### config.mk
export PLATFORM = sky130hd
export DESIGN_NAME = time_keeper
export DESIGN_NICKNAME = d
export VERILOG_FILES = /design/src/rtl/time_keeper.sv
export SDC_FILE = /design/constraint.sdc
export NUM_CORES = 1
export LEC_CHECK = 0
export CAP_MARGIN = 20
export CORE_UTILIZATION = 50
export CTS_BUF_LIST = sky130_fd_sc_hd__clkbuf_8
export CTS_CLUSTER_DIAMETER = 60
export DETAILED_ROUTE_END_ITERATION = 10
export PLACE_DENSITY = 0.88
export SYNTH_ARGS = -nofsm -noshare
export SYNTH_HDL_FRONTEND = slang
export SYNTH_SLANG_ARGS = --single-unit
### constraint.sdc
create_clock -name clk -period 4.8 [get_ports clk]
set_input_delay 1.2 -clock clk [delete_from_list [all_inputs] [get_ports clk]]
set_output_delay 1.2 -clock clk [all_outputs]
set_load 0.1 [all_outputs]
### src/rtl/time_keeper.sv
// Purpose: time-of-day keeper; loads HH:MM:SS from an ASCII frame, advances it once per second in BCD.
// Latency: accepted frame visible on digits one cycle after new_time; tick/day_wrap registered with the increment.
// Backpressure: none; new_time is a strobe and is always consumed. Optional frame validation via TIME_RANGE_CHECK_EN.

module time_keeper #(
    parameter int clk_frec = 100000000
) (
    input  logic            clk,
    input  logic            arstn,
    input  logic [5:0][7:0] time_reg,
    input  logic            new_time,
    output logic [5:0][3:0] digits,
    output logic            valid,
    output logic            tick,
    output logic            load_err,
    output logic            day_wrap
);

    // Prescaler wide enough to hold clk_frec-1; a 1 Hz clock still needs one bit.
    localparam int PW = (clk_frec > 1) ? $clog2(clk_frec) : 1;
    localparam logic [PW-1:0] PRESC_LAST = PW'(clk_frec - 1);

    localparam logic [0:0] IDLE = 1'b0;
    localparam logic [0:0] RUN  = 1'b1;

    // Digit positions inside the packed time vector.
    localparam int SEC_U  = 0;
    localparam int SEC_T  = 1;
    localparam int MIN_U  = 2;
    localparam int MIN_T  = 3;
    localparam int HOUR_U = 4;
    localparam int HOUR_T = 5;

    logic [0:0]      state;
    logic [PW-1:0]   presc;
    logic [5:0][3:0] time_q;
    logic            tick_q;
    logic            wrap_q;

    logic [5:0][3:0] load_val;
    logic            frame_ok;
    logic            load_ok;
    logic            presc_last;

    logic [5:0][3:0] inc_val;
    logic            inc_wrap;
    logic            carry;
    logic            hour_top;

    // Strip the ASCII prefix: the low nibble of a digit character is its BCD value.
    always_comb begin
        load_val = '0;
        for (int k = 0; k < 6; k++) begin
            load_val[k] = time_reg[k][3:0];
        end
    end

`ifdef TIME_RANGE_CHECK_EN
    logic err_q;

    // Frame is good only if every byte is an ASCII digit and the fields form a legal time of day.
    always_comb begin
        frame_ok = 1'b1;
        for (int k = 0; k < 6; k++) begin
            if (time_reg[k][7:4] != 4'h3 || time_reg[k][3:0] > 4'd9) begin
                frame_ok = 1'b0;
            end
        end
        if (time_reg[HOUR_T][3:0] > 4'd2) begin
            frame_ok = 1'b0;
        end
        if (time_reg[HOUR_T][3:0] == 4'd2 && time_reg[HOUR_U][3:0] > 4'd3) begin
            frame_ok = 1'b0;
        end
        if (time_reg[MIN_T][3:0] > 4'd5) begin
            frame_ok = 1'b0;
        end
        if (time_reg[SEC_T][3:0] > 4'd5) begin
            frame_ok = 1'b0;
        end
    end

    // One-cycle error pulse for every strobed frame that fails validation.
    always_ff @(posedge clk) begin
        if (!arstn) begin
            err_q <= 1'b0;
        end else begin
            err_q <= new_time && !frame_ok;
        end
    end

    assign load_err = err_q;
`else
    // Without validation the ASCII prefix is ignored entirely.
    logic unused_hi;
    assign unused_hi = ^{time_reg[5][7:4], time_reg[4][7:4], time_reg[3][7:4],
                         time_reg[2][7:4], time_reg[1][7:4], time_reg[0][7:4]};
    assign frame_ok  = 1'b1;
    assign load_err  = 1'b0;
`endif

    assign load_ok    = new_time && frame_ok;
    assign presc_last = (presc == PRESC_LAST);

    // Hours at or beyond 23 roll to 00; comparisons use >= so unchecked out-of-range digits still roll over.
    assign hour_top = (time_q[HOUR_T] > 4'd2) ||
                      (time_q[HOUR_T] == 4'd2 && time_q[HOUR_U] >= 4'd3);

    // One-second BCD increment with a ripple carry from seconds up to hours.
    always_comb begin
        inc_val  = time_q;
        inc_wrap = 1'b0;
        carry    = 1'b1;

        if (time_q[SEC_U] >= 4'd9) begin
            inc_val[SEC_U] = 4'd0;
        end else begin
            inc_val[SEC_U] = time_q[SEC_U] + 4'd1;
            carry          = 1'b0;
        end

        if (carry) begin
            if (time_q[SEC_T] >= 4'd5) begin
                inc_val[SEC_T] = 4'd0;
            end else begin
                inc_val[SEC_T] = time_q[SEC_T] + 4'd1;
                carry          = 1'b0;
            end
        end

        if (carry) begin
            if (time_q[MIN_U] >= 4'd9) begin
                inc_val[MIN_U] = 4'd0;
            end else begin
                inc_val[MIN_U] = time_q[MIN_U] + 4'd1;
                carry          = 1'b0;
            end
        end

        if (carry) begin
            if (time_q[MIN_T] >= 4'd5) begin
                inc_val[MIN_T] = 4'd0;
            end else begin
                inc_val[MIN_T] = time_q[MIN_T] + 4'd1;
                carry          = 1'b0;
            end
        end

        if (carry) begin
            if (hour_top) begin
                inc_val[HOUR_U] = 4'd0;
                inc_val[HOUR_T] = 4'd0;
                inc_wrap        = 1'b1;
            end else if (time_q[HOUR_U] >= 4'd9) begin
                inc_val[HOUR_U] = 4'd0;
                inc_val[HOUR_T] = time_q[HOUR_T] + 4'd1;
            end else begin
                inc_val[HOUR_U] = time_q[HOUR_U] + 4'd1;
            end
        end
    end

    // State, prescaler and time register; an accepted load takes priority over the second boundary.
    always_ff @(posedge clk) begin
        if (!arstn) begin
            state  <= IDLE;
            presc  <= '0;
            time_q <= '0;
            tick_q <= 1'b0;
            wrap_q <= 1'b0;
        end else begin
            tick_q <= 1'b0;
            wrap_q <= 1'b0;
            if (load_ok) begin
                time_q <= load_val;
                presc  <= '0;
                state  <= RUN;
            end else if (state == RUN) begin
                if (presc_last) begin
                    presc  <= '0;
                    time_q <= inc_val;
                    tick_q <= 1'b1;
                    wrap_q <= inc_wrap;
                end else begin
                    presc <= presc + PW'(1);
                end
            end
        end
    end

    assign digits   = time_q;
    assign valid    = (state == RUN);
    assign tick     = tick_q;
    assign day_wrap = wrap_q;

endmodule

==> flow_metrics.tcl, run 1 <==
set metrics [dict create \
    outcome "completed" \
    yosysSeqAreaShare 0.370 \
    cts_resized 0 \
    yosys.area.top_type "dfxtp_1" \
    num_antenna_cells 0 \
    synth_seq_cells 54 \
    ys_async_sr_fraction 0 \
    hold_class "reg -> reg" \
    chipWidth_um 78.5 \
    ioPinCount 79 \
    crit_path_top_delay_cell "clkdlybuf4s50_1" \
    seqCellArea_um2 1080 \
    dr_total_vias 2708 \
    cts_setup_buffers 0 \
    syn2layout_area_growth_pct 23.4 \
    synth_top_area_frac 0.370 \
    power_leakage_nw 1.31 \
    syn_inst 344 \
    grt_max_degree 29 \
    timing.final.ws_setup_ns 1.52 \
    clock_latency_ns 0.31 \
    fillers 464 \
    place_ws_ns 1.31 \
    cp_slowest_stage_delay_ns 1.23 \
    grt_pass1_wl_mm 11.7 \
    hpwlAfterDp_mm 4.99 \
    tightestPinTransition_ns 1.01 \
    maxCapViolations 0 \
    critPathTopFamily "buffers and inverters" \
    row_count 27 \
    vias_per_cell 5.79 \
    clk_pin_slew_ns 0.10 \
    clock_skew_ns 0.0142 \
    wl_per_cell_um 14.6 \
    peakVddDrop_uv 170 \
    cp_num_buf_inv 1 \
    postPlaceCellArea_um2 3500 \
    htreeDepth 2 \
    cts_hold_buf 0 \
    crit_chain "clkdlybuf4s50_1" \
    antenna_found_initial 0 \
    worstSetupPathType "reg -> out" \
    tritoncts "built" \
    worstPathRequired_ns 3.60 \
    final_cells 468 \
    final-hold-violation-count 0 \
    start_util 0.525 \
    worstSetupEndpointType "output port" \
    drive_above_1_share 0.0682 \
    drv_slew 0 \
    clockBufferDepth 2 \
    max_freq_mhz 305 \
    dr.first_iter.drc_count 220 \
    syn_nets 413 \
    yosys-top-cells-area "dfxtp_1 37%, ha_1 7.7%, nor2_1 6.0%" \
    ys.flop_type "dfxtp_1" \
    dieArea_um2 6160 \
    arrival_ns 2.08 \
    start_kind "flip-flop" \
    rsz0062_at_grt "no" \
    synth_edf_count 0 \
    synth_warnings 0 \
    dp_cells 460 \
    ant_nets 0 \
    drc 0 \
    die_y_um 78.5 \
    tns_ns 0 \
    p_per_area_nw_per_um2 288 \
    synth_cell_types 56 \
    synth.cell_area_um2 2920 \
    multi_input_area_um2 1700 \
    grt_pass1_vias 2599 \
    relSlewSlack 0.327 \
    gp_congestion 0.868 \
    layout_min_cycle_time_ns 3.28 \
    nNetsFinal 464 \
    cts-root-buf "clkbuf_8" \
    fin_hold_ws_ns 0.520 \
    fin_crit_sh 0.684 \
    grtUsageTotal 0.234 \
    totalWireLength_mm 6.83 \
    numPortBuffers 53 \
    worstPathMaxFanout 8 \
    setup_viol 0 \
    first_pass_iters 4 \
    grt_overflow 0 \
    final_area_um2 3610 \
    syn_avg_cell_area_um2 8.50 \
    cts_buffers 5 \
    clkSinkCount 54 \
    core_um2 5570 \
]
[cell families after synthesis]
family	Yosys count	share of synthesized area
XOR/XNOR	27	0.0809
flip-flops	54	0.370
multiplexers	2	0.00727
buffers and inverters	31	0.0475
other	1	0.00128
AND/OR/NAND/NOR	145	0.266
AO/OA/AOI/OAI	66	0.151
adder cells (fa/ha/maj)	18	0.0770
[cell type report]
cell class	count	share of cell area
repair buffers	56	0.153
flip-flops and latches	54	0.300
clock buffers	5	0.0191
multi-input cells	259	0.472
well taps	72	0.0250
inverters	19	0.0198
clock inverters	3	0.0111
[synth_stat cells (4+ instances only)]
cell type / n
dfxtp_1: 54
nor2_1: 47
nand2_1: 29
nand3_1: 24
ha_1: 18
inv_1: 18
xor2_1: 18
o21ai_0: 14
a21oi_1: 12
a31oi_1: 10
xnor2_1: 9
and3_1: 7
clkbuf_1: 6
nand4_1: 5
nor3_1: 5
a211oi_1: 4
nor4_1: 4
[final timing paths]
path / from / cells past startpoint / endpoint / slack [ns]
min: presc[24]$_SDFFE_PP0P_ / 2 / presc[24]$_SDFFE_PP0P_ / 0.52
max reg2reg: digits[1]$_SDFFE_PN0P_ / 7 / digits[23]$_SDFFE_PN0P_ / 2.20
max: valid$_SDFFE_PN0P_ / 1 / valid / 1.52
min reg2reg: presc[24]$_SDFFE_PP0P_ / 2 / presc[24]$_SDFFE_PP0P_ / 0.52
[flip-flops by register name, indices dropped and copies added (netlist names)]
name      count
presc        27
digits       24
day_wrap      1
tick          1
valid         1
[stage by stage]
stage               power, mW   util
finish                   1.04  0.647
global route             1.08  0.647
CTS                      1.04  0.647
detailed placement      0.745  0.628
global placement        0.738  0.628
floorplan               0.673      -
[report_power, final]
part	leakage [nW]	internal, mW	total, mW	switching (mW)
registers	0.441	0.463	0.485	0.0216
logic	0.810	0.0750	0.252	0.177
clock network	0.0579	0.154	0.304	0.150
total	1.31	0.692	1.04	0.348
[metal layers]
metal,part of all wire,track usage,up-vias
met4,0.013,0.0778,0
met5,0,0,-
li1,-,-,1314
met3,0.053,0.0407,11
met2,0.50,0.417,85
met1,0.43,0.283,1298
[cell usage in the layout, fill, tap and decap left out, drive strengths merged, types with 4 or more instances in the layout]
master,n
a211oi,4
nor4b,5
xor2,18
nand3,25
ha,18
nor2,48
o21ai,15
clkdlybuf4s50,53
nand4,6
xnor2,9
dfxtp,54
a21oi,13
nand2,29
nor3,6
inv,18
o31ai,4
a31oi,10
nor4,5
and3,7
clkbuf,5
(Power assumes the default switching activity.)
==> inputs of run 2 (changes only) <==
- CORE_UTILIZATION: 50 -> 45
- PLACE_DENSITY: 0.88 -> 0.84
- clock period: 4.8 -> 2.7 ns (I/O delays scaled with it)
==> flow_metrics.tcl, run 2 (same netlist as run 1, synthesis figures left out) <==
set metrics [dict create \
    totalWireLength_mm 6.56 \
    final_common_cell "dfxtp_1" \
    clock_latency_ns 0.30 \
    maxCapViolations 0 \
    antenna_found_initial 0 \
    fillers 576 \
    start_kind "flip-flop" \
    row_count 29 \
    start_util 0.463 \
    final_area_um2 3570 \
    clkSinkCount 54 \
    tightestPinTransition_ns 0.679 \
    htreeDepth 2 \
    timing.final.ws_setup_ns 0.301 \
    finish.utilization 0.566 \
    hpwlAfterDp_mm 4.91 \
    rsz0062_at_grt "no" \
    p_seq_frac 0.502 \
    drv_slew 0 \
    relSlewSlack 0.543 \
    r2r_setup_slack_ns 0.30 \
    dr.first_iter.drc_count 162 \
    core_um2 6310 \
    layout_common_cells "51 x dfxtp_1, 47 x nor2_1, 37 x buf_4, 29 x nand2_1, 26 x clkdlybuf4s50_1" \
    worstSetupPathType "reg -> reg" \
    p_clk_frac 0.241 \
    cts_resized 0 \
    wl_per_cell_um 13.7 \
    hold_class "reg -> reg" \
    outcome "completed" \
    setup_viol 0 \
    first_pass_iters 4 \
    switching_share 0.345 \
    cts_hold_buf 0 \
    p_int_mw 1.12 \
    drc 0 \
    clockBufferDepth 2 \
    grt_pass1_wl_mm 11.0 \
    max_freq_mhz 417 \
    vias_per_cell 5.45 \
    grt_overflow 0 \
    tns_ns 0 \
    power_leakage_nw 1.38 \
    worstSetupEndpointType "flip-flop" \
    ant_nets 0 \
    worstPathRequired_ns 2.90 \
    combPwrFrac 0.257 \
    cts_buffers 5 \
    grt_max_degree 28 \
    worstPathMaxFanout 15 \
    final-hold-violation-count 0 \
    largest_register_ffs 27 \
    dp_cells 472 \
    chipWidth_um 82.6 \
    postPlaceCellArea_um2 3490 \
    numPortBuffers 53 \
    largest-register "presc" \
    place_ws_ns 0.261 \
    clk_pin_slew_ns 0.09 \
    num_antenna_cells 0 \
    switchingPower_uw 593 \
    power.total_mw 1.72 \
    drive_above_1_share 0.152 \
    multi_input_area_um2 1700 \
    final_cells 479 \
    layout_min_cycle_time_ns 2.40 \
    clock_skew_ns 0.00724 \
    seqCellArea_um2 1080 \
    syn2layout_area_growth_pct 22.1 \
    fin_crit_sh 0.889 \
    nNetsFinal 471 \
    die_y_um 82.6 \
    dieArea_um2 6820 \
    cts-root-buf "clkbuf_8" \
    fin_hold_ws_ns 0.518 \
    tritoncts "built" \
    gp_congestion 0.820 \
    dr_total_vias 2612 \
    ioPinCount 79 \
    grt_pass1_vias 2553 \
    p_per_area_nw_per_um2 481 \
    arrival_ns 2.60 \
    cts_setup_buffers 0 \
    peakVddDrop_uv 265 \
    grtUsageTotal 0.207 \
]
-- run 2: final cells by class --
cell class / instances / share of cell area
inverter: 19 / 0.0200
clock inverter: 2 / 0.00210
sequential: 54 / 0.304
timing repair buffer: 63 / 0.151
clock buffer: 5 / 0.0193
tap: 77 / 0.0270
multi-input combinational: 259 / 0.477
-- run 2: power groups by stage --
stage / clock network [mW] / logic (mW) / registers (mW)
2_1_floorplan: 0 / 0.136 / 1.06
4_1_cts: 0.426 / 0.444 / 0.862
5_1_grt: 0.463 / 0.473 / 0.868
6_report: 0.413 / 0.442 / 0.862
3_3_place_gp: 0 / 0.432 / 0.879
3_5_place_dp: 0 / 0.443 / 0.880
-- run 2: worst paths after layout --
| check | endpoint | cells after the start | start |
|---|---|---|---|
| hold reg to reg | digits[5]$_SDFFE_PN0P_ | 2 | digits[5]$_SDFFE_PN0P_ |
| setup / recovery | digits[23]$_SDFFE_PN0P_ | 8 | digits[5]$_SDFFE_PN0P_ |
| hold / removal | digits[5]$_SDFFE_PN0P_ | 2 | digits[5]$_SDFFE_PN0P_ |
| setup reg to reg | digits[23]$_SDFFE_PN0P_ | 8 | digits[5]$_SDFFE_PN0P_ |
-- run 2: worst max-delay path, cell delays in order (launching register included) --
cell and delay [ns]:
dfxtp_2 0.37, inv_1 0.07, ha_1 0.16, nand2b_1 0.13, a21oi_1 0.46, nor3_1 0.20, a21oi_2 0.54, a21oi_1 0.09
o221a_2 0.29
-- run 2: routing by layer --
| metal | global-route usage | vias up | wire length, um |
|---|---|---|---|
| met3 | 0.0473 | 8 | 296 |
| li1 | - | 1329 | - |
| met1 | 0.237 | 1224 | 2920 |
| met4 | 0.0724 | 0 | 55 |
| met5 | 0 | - | 0 |
| met2 | 0.376 | 51 | 3290 |
